### config.mk
export PLATFORM = sky130hd
export DESIGN_NAME = divide_sequencer
export DESIGN_NICKNAME = d
export VERILOG_FILES = /design/src/rtl/divide_sequencer.sv
export SDC_FILE = /design/constraint.sdc
export NUM_CORES = 1
export LEC_CHECK = 0
export ABC_AREA = 1
export CAP_MARGIN = 10
export CORE_MARGIN = 5
export CORE_UTILIZATION = 50
export DETAILED_ROUTE_END_ITERATION = 10
export PLACE_DENSITY = 0.73
export REMOVE_ABC_BUFFERS = 1
export SLEW_MARGIN = 20
export SYNTH_ARGS = -nofsm -noshare
export SYNTH_HDL_FRONTEND = slang
export SYNTH_SLANG_ARGS = --single-unit
export TNS_END_PERCENT = 5
### constraint.sdc
create_clock -name i_clock -period 2.9 [get_ports i_clock]
set_clock_uncertainty 0.05 [all_clocks]
set_input_delay 0.725 -clock i_clock [delete_from_list [all_inputs] [get_ports i_clock]]
set_output_delay 0.725 -clock i_clock [all_outputs]
set_load 0.02 [all_outputs]
### src/rtl/divide_sequencer.sv
// Request FIFO plus IDLE/ISSUE/WAIT/DONE sequencer that drives an external iterative Divider.
// Define DIVSEQ_ZERO_BYPASS_EN to answer divide-by-zero requests locally without using the Divider.
//
// state | meaning
// IDLE  | waiting for a queued request; pops the FIFO head into the operand registers
// ISSUE | one-cycle start pulse to the Divider
// WAIT  | operands held stable until the Divider reports finished
// DONE  | result held on o_quotient/o_remainder until the consumer accepts it
module divide_sequencer #(
  parameter int N     = 8,
  parameter int DEPTH = 4
) (
  input  logic         i_clock,
  input  logic         i_reset_n,
  input  logic         i_valid,
  output logic         o_ready,
  input  logic [N-1:0] i_dividend,
  input  logic [N-1:0] i_divisor,
  output logic         o_div_start,
  output logic [N-1:0] o_div_dividend,
  output logic [N-1:0] o_div_divisor,
  input  logic         i_div_finished,
  input  logic [N-1:0] i_div_quotient,
  input  logic [N-1:0] i_div_remainder,
  output logic         o_valid,
  input  logic         i_ready,
  output logic [N-1:0] o_quotient,
  output logic [N-1:0] o_remainder,
  output logic         o_div_by_zero,
  output logic         o_busy
);

  localparam int AW = $clog2(DEPTH);
  localparam logic [AW:0]   CNT_FULL = (AW+1)'(DEPTH);
  localparam logic [AW:0]   CNT_ONE  = (AW+1)'(1);
  localparam logic [AW-1:0] PTR_ONE  = AW'(1);

  typedef enum logic [1:0] {IDLE, ISSUE, WAIT, DONE} state_t;

  state_t        state;
  logic [N-1:0]  mem_dividend [DEPTH];
  logic [N-1:0]  mem_divisor  [DEPTH];
  logic [AW-1:0] wr_ptr;
  logic [AW-1:0] rd_ptr;
  logic [AW:0]   count;
  logic          pend_q;
  logic          push;
  logic          pop;
  logic [N-1:0]  op_dividend;
  logic [N-1:0]  op_divisor;

  assign o_ready        = (count != CNT_FULL);
  assign push           = i_valid & o_ready;
  // pend_q lags count by one edge; IDLE is never entered on the edge of a pop,
  // so it can only under-report and never pops an empty FIFO.
  assign pop            = (state == IDLE) & pend_q;
  assign o_div_start    = (state == ISSUE);
  assign o_valid        = (state == DONE);
  assign o_busy         = (state != IDLE);
  assign o_div_dividend = op_dividend;
  assign o_div_divisor  = op_divisor;

  always_ff @(posedge i_clock) begin
    if (push) begin
      mem_dividend[wr_ptr] <= i_dividend;
      mem_divisor[wr_ptr]  <= i_divisor;
    end
  end

  always_ff @(posedge i_clock or negedge i_reset_n) begin
    if (!i_reset_n) begin
      wr_ptr <= '0;
      rd_ptr <= '0;
      count  <= '0;
      pend_q <= 1'b0;
    end else begin
      if (push) wr_ptr <= wr_ptr + PTR_ONE;
      if (pop)  rd_ptr <= rd_ptr + PTR_ONE;
      case ({push, pop})
        2'b10:   count <= count + CNT_ONE;
        2'b01:   count <= count - CNT_ONE;
        default: count <= count;
      endcase
      pend_q <= (count != '0);
    end
  end

  always_ff @(posedge i_clock or negedge i_reset_n) begin
    if (!i_reset_n) begin
      state         <= IDLE;
      op_dividend   <= '0;
      op_divisor    <= '0;
      o_quotient    <= '0;
      o_remainder   <= '0;
      o_div_by_zero <= 1'b0;
    end else begin
      case (state)
        IDLE: begin
          if (pop) begin
            op_dividend <= mem_dividend[rd_ptr];
            op_divisor  <= mem_divisor[rd_ptr];
`ifdef DIVSEQ_ZERO_BYPASS_EN
            if (mem_divisor[rd_ptr] == '0) begin
              o_quotient    <= '1;
              o_remainder   <= mem_dividend[rd_ptr];
              o_div_by_zero <= 1'b1;
              state         <= DONE;
            end else begin
              state <= ISSUE;
            end
`else
            state <= ISSUE;
`endif
          end
        end
        ISSUE: state <= WAIT;
        WAIT: begin
          if (i_div_finished) begin
            o_quotient    <= i_div_quotient;
            o_remainder   <= i_div_remainder;
            o_div_by_zero <= (op_divisor == '0);
            state         <= DONE;
          end
        end
        DONE: begin
          if (i_ready) state <= IDLE;
        end
        default: state <= IDLE;
      endcase
    end
  end

endmodule

-- Word level (Yosys, flattened, before mapping)
Memories as Yosys holds them, arrays and structs flattened. A register that Yosys moved wholly into a read port is not among the register bits.
Cells that the tools add are included.
- word-level logic and storage cells: 42
- bits in writable memories: 64
- memories kept: 2
- output and inout port bits: 37
- input port bits: 37
- register bits after elaboration: 27
- add/subtract/negate cells: 4
- bitwise logic cells: 2
- multiplexer cells: 7
- eq/ne operators: 9
- reductions and logical operators: 10
- memories (memory ; depth ; width ; rd ports ; clocked after Yosys merged registers in ; write ports ; RTL line ; RTL):
    mem_dividend ; 4 ; 8 ; 1 ; 1 ; 1 ; 41 ; logic [N-1:0] mem_dividend [DEPTH];
    mem_divisor ; 4 ; 8 ; 1 ; 1 ; 1 ; 42 ; logic [N-1:0] mem_divisor [DEPTH];
- operators by type and width (operator ; number):
    $logic_not 8->1 ; 1
    $pmux 2 s4 ; 1
    $eq 2x2->1 const B ; 3
    $mux 2 ; 3
    $pmux 3 s2 ; 1
    $add 2x1->2 const B ; 2
    $eq 2x1->1 const B ; 2
    $ne 2x2->1 const B ; 2
    $reduce_and 2->1 ; 2
    $reduce_bool 2->1 ; 2
    $add 3x1->3 const B ; 1
    $ne 3x3->1 const B ; 1
    $reduce_and 3->1 ; 1
    $reduce_bool 3->1 ; 1
    $sub 3x1->3 const B ; 1
    $and 1x1->1 ; 2
    $logic_not 1->1 ; 2
    $logic_not 2->1 ; 1
    $mux 1 ; 2
    $ne 2x1->1 const B ; 1

-- Depth between registers and ports, before layout
Gate-level depths: netlist of run 1.
- depth in word-level cells: 4
- gate-level depth with buffers: 11
- depth with buffers taken out: 10

-- Worst setup path after synthesis of run 1
No wires, ideal clock.
- path type: reg-to-reg
- start: register state[0]
- end: register count[2]
- setup slack: 0.816 ns
- arrival: 1.911 ns
- library setup time: 0.123 ns
- path buffers: 1
- cell stages (with the launch flop): 11
- cells stage by stage: dfrtp_1 inv_1 ha_1 nand2_2 inv_4 buf_6 ha_1 fa_1 nand2_1 nand3_1 xor2_1
- cells in the longest elaborated chain, start to end: 4
- ends and longest elaborated chain (what ; RTL line ; RTL):
    start, declared ; 40 ; state_t state;
    start signal, assigned ; 90 ; state <= IDLE;
    start signal, assigned ; 112 ; state <= ISSUE;
    start signal, assigned ; 116 ; ISSUE: state <= WAIT;
    $logic_not 2->1 * ; 56 ; assign pop = (state == IDLE) & pend_q;
    $and 1x1->1 * ; 56 ;
    via pop ; 48 ; logic pop;
    $eq 2x1->1 or $eq 2x2->1 (tied branches) ; 79 ; case ({push, pop})
    $pmux 3 s2 or $reduce_bool 2->1 (tied branches) ; -- ;
    end signal, assigned ; 80 ; 2'b10: count <= count + CNT_ONE;
    end signal, assigned ; 81 ; 2'b01: count <= count - CNT_ONE;
    end signal, assigned ; 82 ; default: count <= count;
    end, declared ; 45 ; logic [AW:0] count;
The timed path passes the listed nets; every way through them passes the cells marked *.
A chain may end at the register's enable or synchronous reset.

-- Worst setup path in the final report of run 1
- start: register state[0]
- end: output o_busy
- cells in the longest elaborated chain, start to end: 1
- ends and longest elaborated chain (what ; RTL line ; RTL):
    $reduce_bool 2->1 ; 59 ; assign o_busy = (state != IDLE);
    end, declared ; 30 ; output logic o_busy
No other way between the ends.

==> run summary, run 1 <==
Outcome: completed
RD Place Congestion: 0.745
Die H: 106 µm
Number of synthesized register bits: 107
Placed cells: 646
Hold WC Path Type: input port to async pin
Met3 layer usage reported by global route: 4.61%
Slew Limit Fails: 0
Worst setup path class: flip-flop to output port
Post-cts gate resize count: 0
Fin Setup TNS: 0 ps
PwrDens: 1010 nW/µm²
Fin. Hold Viols: 0
Via Count: 3,191
Synth unique cells: 19
GRT Max-Usage Layer: met2
Synth Instances: 468
Tot Pwr: 5.70 mW
Max Clock Freq: 394 MHz
I/O pins: 74
Setup slack at placement: 430 ps
Commonest non-fill, non-tap cell in the layout: nand2_1
Most used cell along the critical path: inv_1
Post-synth top area cell: edfxtp_1
Avg WL per Cell: 13.6 µm
Clock Path Buffers: 2
Part of the Yosys area used for sequential elements: 64.5%
Top cell type's share of synthesized area: 41.3%
Final routed DRC violation total: 0
Met1 GRT Util: 21.7%
R2R Path End: count[2]
Routed Antenna Nets: 0
Clk Tree Root Cell: clkbuf_8
Worst r2r path cells: 9
Iter 0 DRT Violations: 129
Final cell count without fillers: 662
RSZ-0062 raised after global routing: no
CTS sink cnt: 107
Core Region: 9150 µm²
WHS: 223 ps
Max-cap violations: 0
Critical Path Source Type: flip-flop
Ys Warns: 0
Slowest CP cell: clkdlybuf4s50_1
Clock Latency Late Sink: 370 ps
CP top delay family: buffers and inverters
DRT Pass-1 Iters: 4
Final period util: 87.4%
Total CTS buffers: 9
Synth area leaders: edfxtp_1 (41%), dfrtp_1 (23%), nand2_1 (14%)
Area grow syn2layout: 21.0%
Setup violators final: 0
Row cnt: 35
Worst Path Required: 2120 ps
Final worst setup slack: 364 ps
Critical path fanouts, max: 4
Initial Util: 50.8%
Post CTS Setup Buffer Count: 0
Arrival @ worst endpoint: 1760 ps
Largest net degree at the start of global routing: 34
Worst setup EP type: output port
Hold_buf cts: 0
Routed vias/inst: 4.82
Nets: 594
Buffers on Ports: 73
DIE AREA: 11,300 µm²
Vias in the first global route: 3,140
Buf/Inv on CP: 3
Die Wd: 106 µm
CTS tree: done
Fin crit period: 2540 ps
Worst slew pin tran: 426 ps
H-Tree Depth: 3
Aggregate global routing overflow: 0
Antenna Cells: 0
Cell area after layout: 5620 µm²
Critical-path cell list: inv_1 -> ha_1 -> inv_1 -> clkdlybuf4s50_1
Crit path largest cell delay: 600 ps
Worst vdd ir: 0.000379 V
R2R setup slack: 880 ps
Dpl hpwl: 5980 µm
Initial antenna violation count: 0
Fin util: 61.4%
Slew HR: 71.6%
Drt total wl: 9000 µm
FF-to-FF Start: state[0]
Post-DP Area: 5450 µm²
Most frequent cells in the layout: nand2_1 (178), inv_1 (83), clkdlybuf4s50_1 (72), edfxtp_1 (64), dfrtp_1 (43)
Static leakage: 2.68 nW
Mapped cell area: 4650 µm²
Syn avg cell area: 9.93 µm²
Fraction of layout cells with a size suffix above 1: 7.62%
First-pass GRT wire length: 15,000 µm
Met2 Use GR: 28.2%
Clock Pin Slew Worst Setup and Hold Paths: 100 ps
GRT Total Usage: 16.8%
==> power breakdown <==
part | total, mW | switching [mW] | internal (mW)
Combinational | 2.53 | 1.55 | 0.978
Clock | 0.828 | 0.506 | 0.322
Sequential | 2.34 | 0.234 | 2.11
Total | 5.70 | 2.29 | 3.41
==> cell usage after synthesis <==
master / count
nand2_1: 178
inv_1: 83
edfxtp_1: 64
dfrtp_1: 43
nand3_1: 38
nand2_2: 13
nor2_1: 11
ha_1: 10
buf_6: 7
buf_4: 4
o21ai_0: 4
buf_2: 3
xor2_1: 3
inv_2: 2
fa_1: 1
inv_4: 1
inv_6: 1
nor2_4: 1
xnor2_1: 1
==> how the worst max path moves through the flow <==
stage	from	endpoint	slack, ps	cells past startpoint
2_1_floorplan	state[0]	count[2]	800	9
3_3_place_gp	i_valid	count[2]	470	7
3_5_place_dp	i_valid	count[2]	430	7
4_1_cts	state[0]	o_busy	340	4
5_1_grt	state[0]	o_busy	270	4
6_report	state[0]	o_busy	360	4
==> per-layer routing <==
layer	routed length, µm	vias up	share of wire, %
met5	0	-	0
met4	79	0	0.88
met3	605	9	6.7
met2	4280	97	48
met1	4030	1503	45
li1	-	1582	-
==> cells by family after synthesis <==
group | share of synthesized area (%)
buf+inv | 9.85
simple gates | 21.3
flops | 64.5
compound gates | 0.431
fa+ha+maj | 3.12
xor+xnor | 0.754
==> layout make-up <==
class	count	area [µm²]
fillers	757	3530
flip-flops and latches	107	3000
multi-input cells	260	1190
repair buffers	81	786
inverters	87	334
well taps	111	139
clock buffers	10	128
clock inverters	6	47.5
==> worst reg2reg max path: stages, from the launching register on <==
cell and delay (ps):
dfrtp_1 410, inv_1 90, ha_1 240, nand2_2 110
inv_4 100, ha_1 240, fa_1 390, nand2_1 70
nand3_1 90, xor2_1 140
==> registers in the layout, indices dropped and copies added, names as in the netlist, 3 cells and up <==
name            cells
count               3
o_quotient          8
mem_dividend       32
o_div_dividend      8
o_remainder         8
o_div_divisor       8
mem_divisor        32
Note: power is estimated with default switching activity, not from simulation.
==> run 2: changes to the inputs <==
--- a/config.mk
+++ b/config.mk
@@ -5,12 +5,10 @@
 export SDC_FILE = /design/constraint.sdc
 export NUM_CORES = 1
 export LEC_CHECK = 0
-export ABC_AREA = 1
 export CAP_MARGIN = 10
-export CORE_MARGIN = 5
 export CORE_UTILIZATION = 50
 export DETAILED_ROUTE_END_ITERATION = 10
-export PLACE_DENSITY = 0.73
+export PLACE_DENSITY = 0.74
 export REMOVE_ABC_BUFFERS = 1
 export SLEW_MARGIN = 20
 export SYNTH_ARGS = -nofsm -noshare
==> run 2 against run 1 <==
  * Sequential cell count stayed put
  * Global-route usage increased by 1.3 points
  * Critical endpoint is now o_ready
  * First-iteration DRC count down 7.0%
  * Largest cell class unchanged
  * Worst setup slack got worse by 11 ps
  * Wire length fell by 21%
  * Register-to-register slack got worse by 140 ps
==> run summary, run 2 <==
Register area: 3000 µm²
Drt total wl: 7150 µm
Critical Path Source Type: flip-flop
Tot Pwr: 5.45 mW
Die H: 93.1 µm
Slew Limit Fails: 0
Top flop regs: mem_dividend (32), mem_divisor (32)
Top-count cell post-synth: edfxtp_1
Synth area leaders: edfxtp_1 (46%), dfrtp_1 (26%), mux2i_1 (8.0%)
Dpl hpwl: 4630 µm
First-pass GRT wire length: 11,600 µm
Nets: 373
Ys async rst share: 40.2%
RD Place Congestion: 0.707
Number of synthesized register bits: 107
Clock Pin Slew Worst Setup and Hold Paths: 110 ps
Buffers on Ports: 73
EDFF count, synth: 64
Fin crit period: 2550 ps
Avg WL per Cell: 16.5 µm
Core Region: 7890 µm²
CTS sink cnt: 107
Area grow syn2layout: 24.8%
Clk Tree Root Cell: clkbuf_8
Ys Warns: 0
Die Wd: 93.1 µm
H-Tree Depth: 3
Final routed DRC violation total: 0
Critical path fanouts, max: 6
Aggregate global routing overflow: 0
Setup violators final: 0
Max Clock Freq: 393 MHz
Routed Antenna Nets: 0
WHS: 330 ps
Worst Path Required: 2120 ps
Main flop type after synthesis: edfxtp_1
Commonest non-fill, non-tap cell in the layout: clkdlybuf4s50_1
Most frequent cells in the layout: clkdlybuf4s50_1 (72), edfxtp_1 (64), dfrtp_1 (42), mux2i_1 (33), nand2_1 (21)
Hold WC Path Type: input port to async pin
Arrival @ worst endpoint: 1770 ps
Initial Util: 52.6%
FILL cells: 602
Fin Setup TNS: 0 ps
Worst slew pin tran: 978 ps
RSZ-0062 raised after global routing: no
Top cell type's share of synthesized area: 46.3%
Fin. Hold Viols: 0
PwrDens: 1050 nW/µm²
Synth unique cells: 26
Fin util: 65.7%
Vias in the first global route: 2,411
Row cnt: 32
Worst setup path class: flip-flop to output port
Worst vdd ir: 0.000556 V
FF-to-FF Start: state[0]
CTS tree: done
Critical path startpoint: count[1]
Slew HR: 34.8%
Largest net degree at the start of global routing: 34
Initial antenna violation count: 0
Fraction of layout cells with a size suffix above 1: 14.2%
Total CTS buffers: 9
Iter 0 DRT Violations: 120
Part of the Yosys area used for sequential elements: 72.2%
Via Count: 2,266
GRT Total Usage: 18.0%
Footprint of the multi-input gates: 1070 µm²
Post-cts gate resize count: 0
Post-synth top area cell: edfxtp_1
Mapped cell area: 4150 µm²
Worst r2r path cells: 9
Hold_buf cts: 0
Worst setup EP type: output port
I/O pins: 74
Clock Path Buffers: 2
Static leakage: 2.05 nW
Syn avg cell area: 16.8 µm²
R2R setup slack: 740 ps
Synth Instances: 247
Antenna Cells: 0
DIE AREA: 8670 µm²
Outcome: completed
Top post-synthesis cells by count: edfxtp_1 (64), dfrtp_1 (43), mux2i_1 (33), nand2_1 (21), mux2_2 (18)
Max-cap violations: 0
Clock Latency Late Sink: 360 ps
Routed vias/inst: 5.25
Post CTS Setup Buffer Count: 0
Final period util: 87.8%
DRT Pass-1 Iters: 4
==> run 2: changes by cell type in the layout (fill, tap and decap cells not counted), sizes merged, moves of 2 or more <==
| cell | previous run | this run |
|---|---|---|
| nor2 | 12 | 2 |
| o21ai | 4 | 1 |
| o221ai | 0 | 16 |
| nand3 | 38 | 1 |
| mux2i | 0 | 33 |
| inv | 90 | 12 |
| xnor2 | 1 | 4 |
| nor4 | 0 | 2 |
| xor2 | 3 | 1 |
| buf | 9 | 4 |
| nand2 | 191 | 22 |
| mux2 | 0 | 19 |
| and3 | 0 | 4 |
==> run 2: per-stage QoR <==
step / cell area (µm²) / std cells / worst slack (ps)
global route: 5180 / 432 / 281
floorplan: 4100 / 238 / 801
detailed placement: 4980 / 416 / 298
global placement: 4980 / 416 / 332
CTS: 5180 / 432 / 327
finish: 5180 / 432 / 353
==> run 2: path summary, 6_finish.rpt <==
path,to
worst max register to register,count[2]
worst max-delay path,o_ready
worst min-delay path,o_div_divisor[2]
max in group asynchronous,count[1]
min in group i_clock,o_div_by_zero
worst min register to register,o_div_by_zero
==> run 2: per-layer routing <==
metal	vias up	GRT usage, %	wire, µm
met4	0	8.85	116
met3	8	3.09	329
met5	-	0	0
met1	1118	22.5	3070
met2	68	30.5	3640
li1	1072	-	-
==> run 2: cell type report <==
cell class | count | share of cell area [%]
Sequential cell | 107 | 57.9
Multi-Input combinational cell | 121 | 20.6
Timing Repair Buffer | 76 | 14.4
Clock buffer | 10 | 2.46
Tap cell | 102 | 2.46
Clock inverter | 6 | 1.43
Inverter | 10 | 0.725
==> run 2: critical path, stage by stage (launching register included) <==
cell	delay, ps
dfrtp_1	430
or3b_4	440
clkdlybuf4s50_1	550
==> run 2: cells by family (layout without fill, tap and decap cells) <==
| family | Yosys count | in the layout | synth area share [%] |
|---|---|---|---|
| mux | 52 | 52 | 13.2 |
| flops | 107 | 107 | 72.2 |
| simple gates | 35 | 35 | 4.19 |
| buf+inv | 19 | 102 | 2.11 |
| xor+xnor | 5 | 5 | 1.05 |
| compound gates | 18 | 18 | 3.74 |
| fa+ha+maj | 11 | 11 | 3.50 |
==> run 2: report_power, final <==
part | internal, mW | switching [mW] | total (mW)
Combinational | 1.05 | 1.01 | 2.06
Sequential | 2.12 | 0.348 | 2.47
Clock | 0.410 | 0.503 | 0.913
==> edit 1: new RTL, settings of run 2 <==
Encoding of `state_t`: now one-hot (4 bits for 4 states).
--- a/src/rtl/divide_sequencer.sv
+++ b/src/rtl/divide_sequencer.sv
@@ -36,5 +36,5 @@
   localparam logic [AW-1:0] PTR_ONE  = AW'(1);
 
-  typedef enum logic [1:0] {IDLE, ISSUE, WAIT, DONE} state_t;
+  typedef enum logic [3:0] {IDLE = 4'b0001, ISSUE = 4'b0010, WAIT = 4'b0100, DONE = 4'b1000} state_t;
 
   state_t        state;
Function: same outputs for any inputs over 10 cycles, from zero or initial values and one cycle with i_reset_n low; not proved beyond that.
==> edit 1 against run 2 <==
  * Worst setup slack got worse by 0.21 ns
  * Synthesized area rose by 6.0%
  * Sequential share of layout area fell by 1.1 points
  * Clock power fell by 13%
  * Largest cell class unchanged
  * Total power rose by 1.9%
  * Design area rose by 3.8%
  * Wire length fell by 0.59%
  * Sequential cell count rose by 2
==> edit 1: results <==
[synthesis]
ys_types = 40
synthArstFlopShare_pct = 41.3
synth_ff_type = "edfxtp_1"
yosysWarnings = 0
syn_area_per_cell_sq_um = 19.9
ys_seq_area_share_pct = 69.3
synth-edff-count = 64
synthTopCellsByCount = "edfxtp_1, dfrtp_1, mux2_2"
yosys-top-cells-area = "edfxtp_1, dfrtp_1, mux4_1, mux2_2, mux2_4"

[critical_path]
rr_startpoint = "count[0]"
r2r_slack_ns = 0.61
cp_top_family = "buffers and inverters"
worstPathArrival_ns = 1.99
slowest_stage = "clkdlybuf4s50_1"
critPathMaxStageDelay_ns = 0.68
critPathMaxFanout = 8
rr_endpoint = "count[2]"
ff2ff_path_depth = 9

[global_route]
grt_usage_pct = 17.4
grt_pass1_wl_microns = 11400
antenna_found_initial = 0
grt_max_degree = 19

[cts]
clock_path_buffers = 2
clk_pin_slew_ns = 0.09
h-tree-depth = 3
cts_buffers = 9
insertion_delay_ns = 0.36
root_buffer = "clkbuf_8"

[routing]
met2_length_microns = 3360
wl_met3_microns = 423
via_count = 2179
m1WireLength_microns = 3230
firstDrtPassIters = 4
top_layer = "met4"
routed_wl_microns = 7110
wire_per_inst_microns = 17.1
drt_iter0_drc = 61

[sta]
timing.hold.ws_ns = 0.241
relSlewSlack_pct = 51.5

[pwr]
vdd_drop_max_uv = 573
leakage_nw = 2.06
netSwitchingFraction_pct = 32.0

[place]
dpl.hpwl_microns = 4780
placedCellCount = 399
portBuffers = 73
gp_congestion = 0.653
dp_slack_ns = 0.290

[cells_and_area]
diodes = 0
finalNetCount = 348
layout-drive-gt1-share_pct = 21.0
reg.largest.list = "mem_dividend (32), mem_divisor (32)"

[min_path]
min_path_type = "in -> async"

[run_status]
status = "finished clean"
edit 1: cell count changes in the layout (fill, tap and decap cells not counted), moves of 7 or more:
| cell | run 2 | this run |
|---|---|---|
| mux4_1 | 0 | 14 |
| o221ai_1 | 16 | 0 |
| nand2_1 | 21 | 2 |
| mux2i_1 | 33 | 3 |
| mux2_4 | 1 | 8 |
| mux2_2 | 18 | 25 |
| buf_4 | 3 | 10 |
edit 1: timing repair:
action / 4_1_cts / 5_1_grt
endpoints found under the setup margin: 0 / 2
gates resized for setup: 0 / 1
buffers inserted: 0 / 0
edit 1: kinds of logic (layout without fill, tap and decap cells):
logic type | Yosys count | after routing | share of synthesized area [%]
DFF | 109 | 109 | 69.3
muxes | 52 | 52 | 19.2
and+or+nand+nor | 25 | 25 | 4.15
buffers and inverters | 19 | 108 | 3.61
adders and majority gates | 6 | 6 | 1.88
xor gates and xnor gates | 6 | 6 | 1.19
AOI/OAI and AO/OA | 4 | 4 | 0.654
edit 1: power by group through the flow:
| stage | Clock (mW) | Combinational [mW] | Sequential, mW |
|---|---|---|---|
| after global routing | 0.888 | 2.42 | 2.58 |
| after global placement | 0 | 2.24 | 2.53 |
| final | 0.797 | 2.25 | 2.51 |
| after CTS | 0.823 | 2.28 | 2.52 |
| after floorplan | 0 | 1.12 | 2.77 |
| after detailed placement | 0 | 2.28 | 2.55 |
edit 1: through the flow:
step / util [%] / instance area, sq um / total power, mW
floorplan: - / 4270 / 3.89
global placement: 62.1 / 5210 / 4.76
detailed placement: 62.1 / 5210 / 4.83
CTS: 64.1 / 5370 / 5.62
global route: 64.1 / 5380 / 5.89
finish: 64.1 / 5380 / 5.55
edit 1: per-layer routing:
metal  track usage (%)  vias to the layer above
li1                  -                     1017
met1              23.4                     1085
met2              27.5                       68
met3              4.90                        9
met4              5.97                        0
met5                 0                        -
edit 1: final cells by class:
| cell class | count | area [sq um] |
|---|---|---|
| flip-flops and latches | 109 | 3050 |
| fillers | 601 | 3010 |
| multi-input cells | 93 | 1190 |
| repair buffers | 83 | 801 |
| clock buffers | 12 | 145 |
| well taps | 105 | 131 |
| inverters | 9 | 33.8 |
| clock inverters | 4 | 22.5 |
edit 1: worst max path at each step:
stage               startpoint        to  slack (ns)
global route          state[2]   o_valid        0.01
floorplan             state[0]  count[2]        0.59
finish                state[2]   o_valid        0.14
global placement       i_valid  count[2]        0.38
detailed placement     i_valid  count[2]        0.29
CTS                   state[1]   o_valid        0.07
==> edit 2: new RTL, config.mk and constraints of run 2 <==
Made on the original files. Change the parameter `DEPTH` from 4 to 2.
--- a/src/rtl/divide_sequencer.sv
+++ b/src/rtl/divide_sequencer.sv
@@ -9,5 +9,5 @@
 module divide_sequencer #(
   parameter int N     = 8,
-  parameter int DEPTH = 4
+  parameter int DEPTH = 2
 ) (
   input  logic         i_clock,
Formal check against the unedited RTL: not equivalent (Yosys sat finds a counterexample within 4 cycles, from zero or initial values and one cycle with i_reset_n low).
==> edit 2 against run 2 <==
  * Maximum frequency increased by 3.6%
  * Global-route usage decreased by 0.58 points
  * Worst hold slack improved by 0.12 ns
  * Sequential cell count decreased by 35
  * Design area decreased by 29%
  * Worst setup slack improved by 0.088 ns
  * Wire length decreased by 37%
  * Synthesized area decreased by 35%
  * Total power decreased by 26%
==> edit 2: results <==
[routing]
wl_met3_microns = 336
vias_per_cell = 4.90
drt_iter0_drc = 54
routed_wl_microns = 4530

[synthesis]
ys_seq_area_share_pct = 72.4
ys_types = 22
yosys-top-cells-area = "dfrtp_1, edfxtp_1, mux2_2, mux2i_1, a21oi_1"
synth-compound-area-share_pct = 3.51
synthArstFlopShare_pct = 55.6
synth_xor_xnor_area_share_pct = 1.62
synthTopCellsByCount = "dfrtp_1, edfxtp_1, nor2_1"
synth_mux_area_share_pct = 13.3

[global_route]
grt_pass1_wl_microns = 7060
use_met2_pct = 29.0
grtUsageMet1_pct = 20.7
grt_usage_pct = 17.5
grt_util_met3_pct = 5.42

[cts]
clk_pin_slew_ns = 0.07
insertion_delay_ns = 0.33

[critical_path]
critPathMaxFanout = 4
worstPathArrival_ns = 1.68
crit_start = "state[1]"

[min_path]
min_path_type = "reg -> reg"

[cells_and_area]
finalNetCount = 298
layout-drive-gt1-share_pct = 14.2
reg.largest.list = "mem_dividend (16), mem_divisor (16)"

[sta]
worst_pin_slew_ns = 0.903

[pwr]
intPower_mw = 2.62
leakage_nw = 1.48
seq_power_share_pct = 42.5

[place]
gp_congestion = 0.715
dpl.hpwl_microns = 3020

[run_status]
status = "finished clean"
-- edit 2: worst paths after layout --
path,to,slack (ns),cells after the start
worst max register to register,state[1],1.17,4
worst min register to register,o_quotient[5],0.45,1
max in group asynchronous,o_div_divisor[2],1.79,1
worst max-delay path,o_busy,0.44,4
min in group asynchronous,o_quotient[2],0.46,1
worst min-delay path,o_quotient[5],0.45,1
-- edit 2: stage by stage --
step / instance area (sq um) / utilization, % / hold slack [ns] / setup slack [ns] / cells
after floorplan: 2670 / - / 0.379 / 0.795 / 169
after global placement: 3510 / 67.9 / 0.413 / 0.685 / 315
after detailed placement: 3510 / 67.9 / 0.439 / 0.620 / 315
after CTS: 3670 / 71.0 / 0.452 / 0.422 / 331
after global routing: 3670 / 71.0 / 0.459 / 0.363 / 331
final: 3670 / 71.0 / 0.453 / 0.441 / 331
-- edit 2: area by class of cell --
type	count	area share [%]
clock buffer	10	3.47
clock inverter	6	1.02
inverter	6	0.613
multi-input combinational	91	18.8
sequential	72	53.4
tap	70	2.38
timing repair buffer	76	20.4
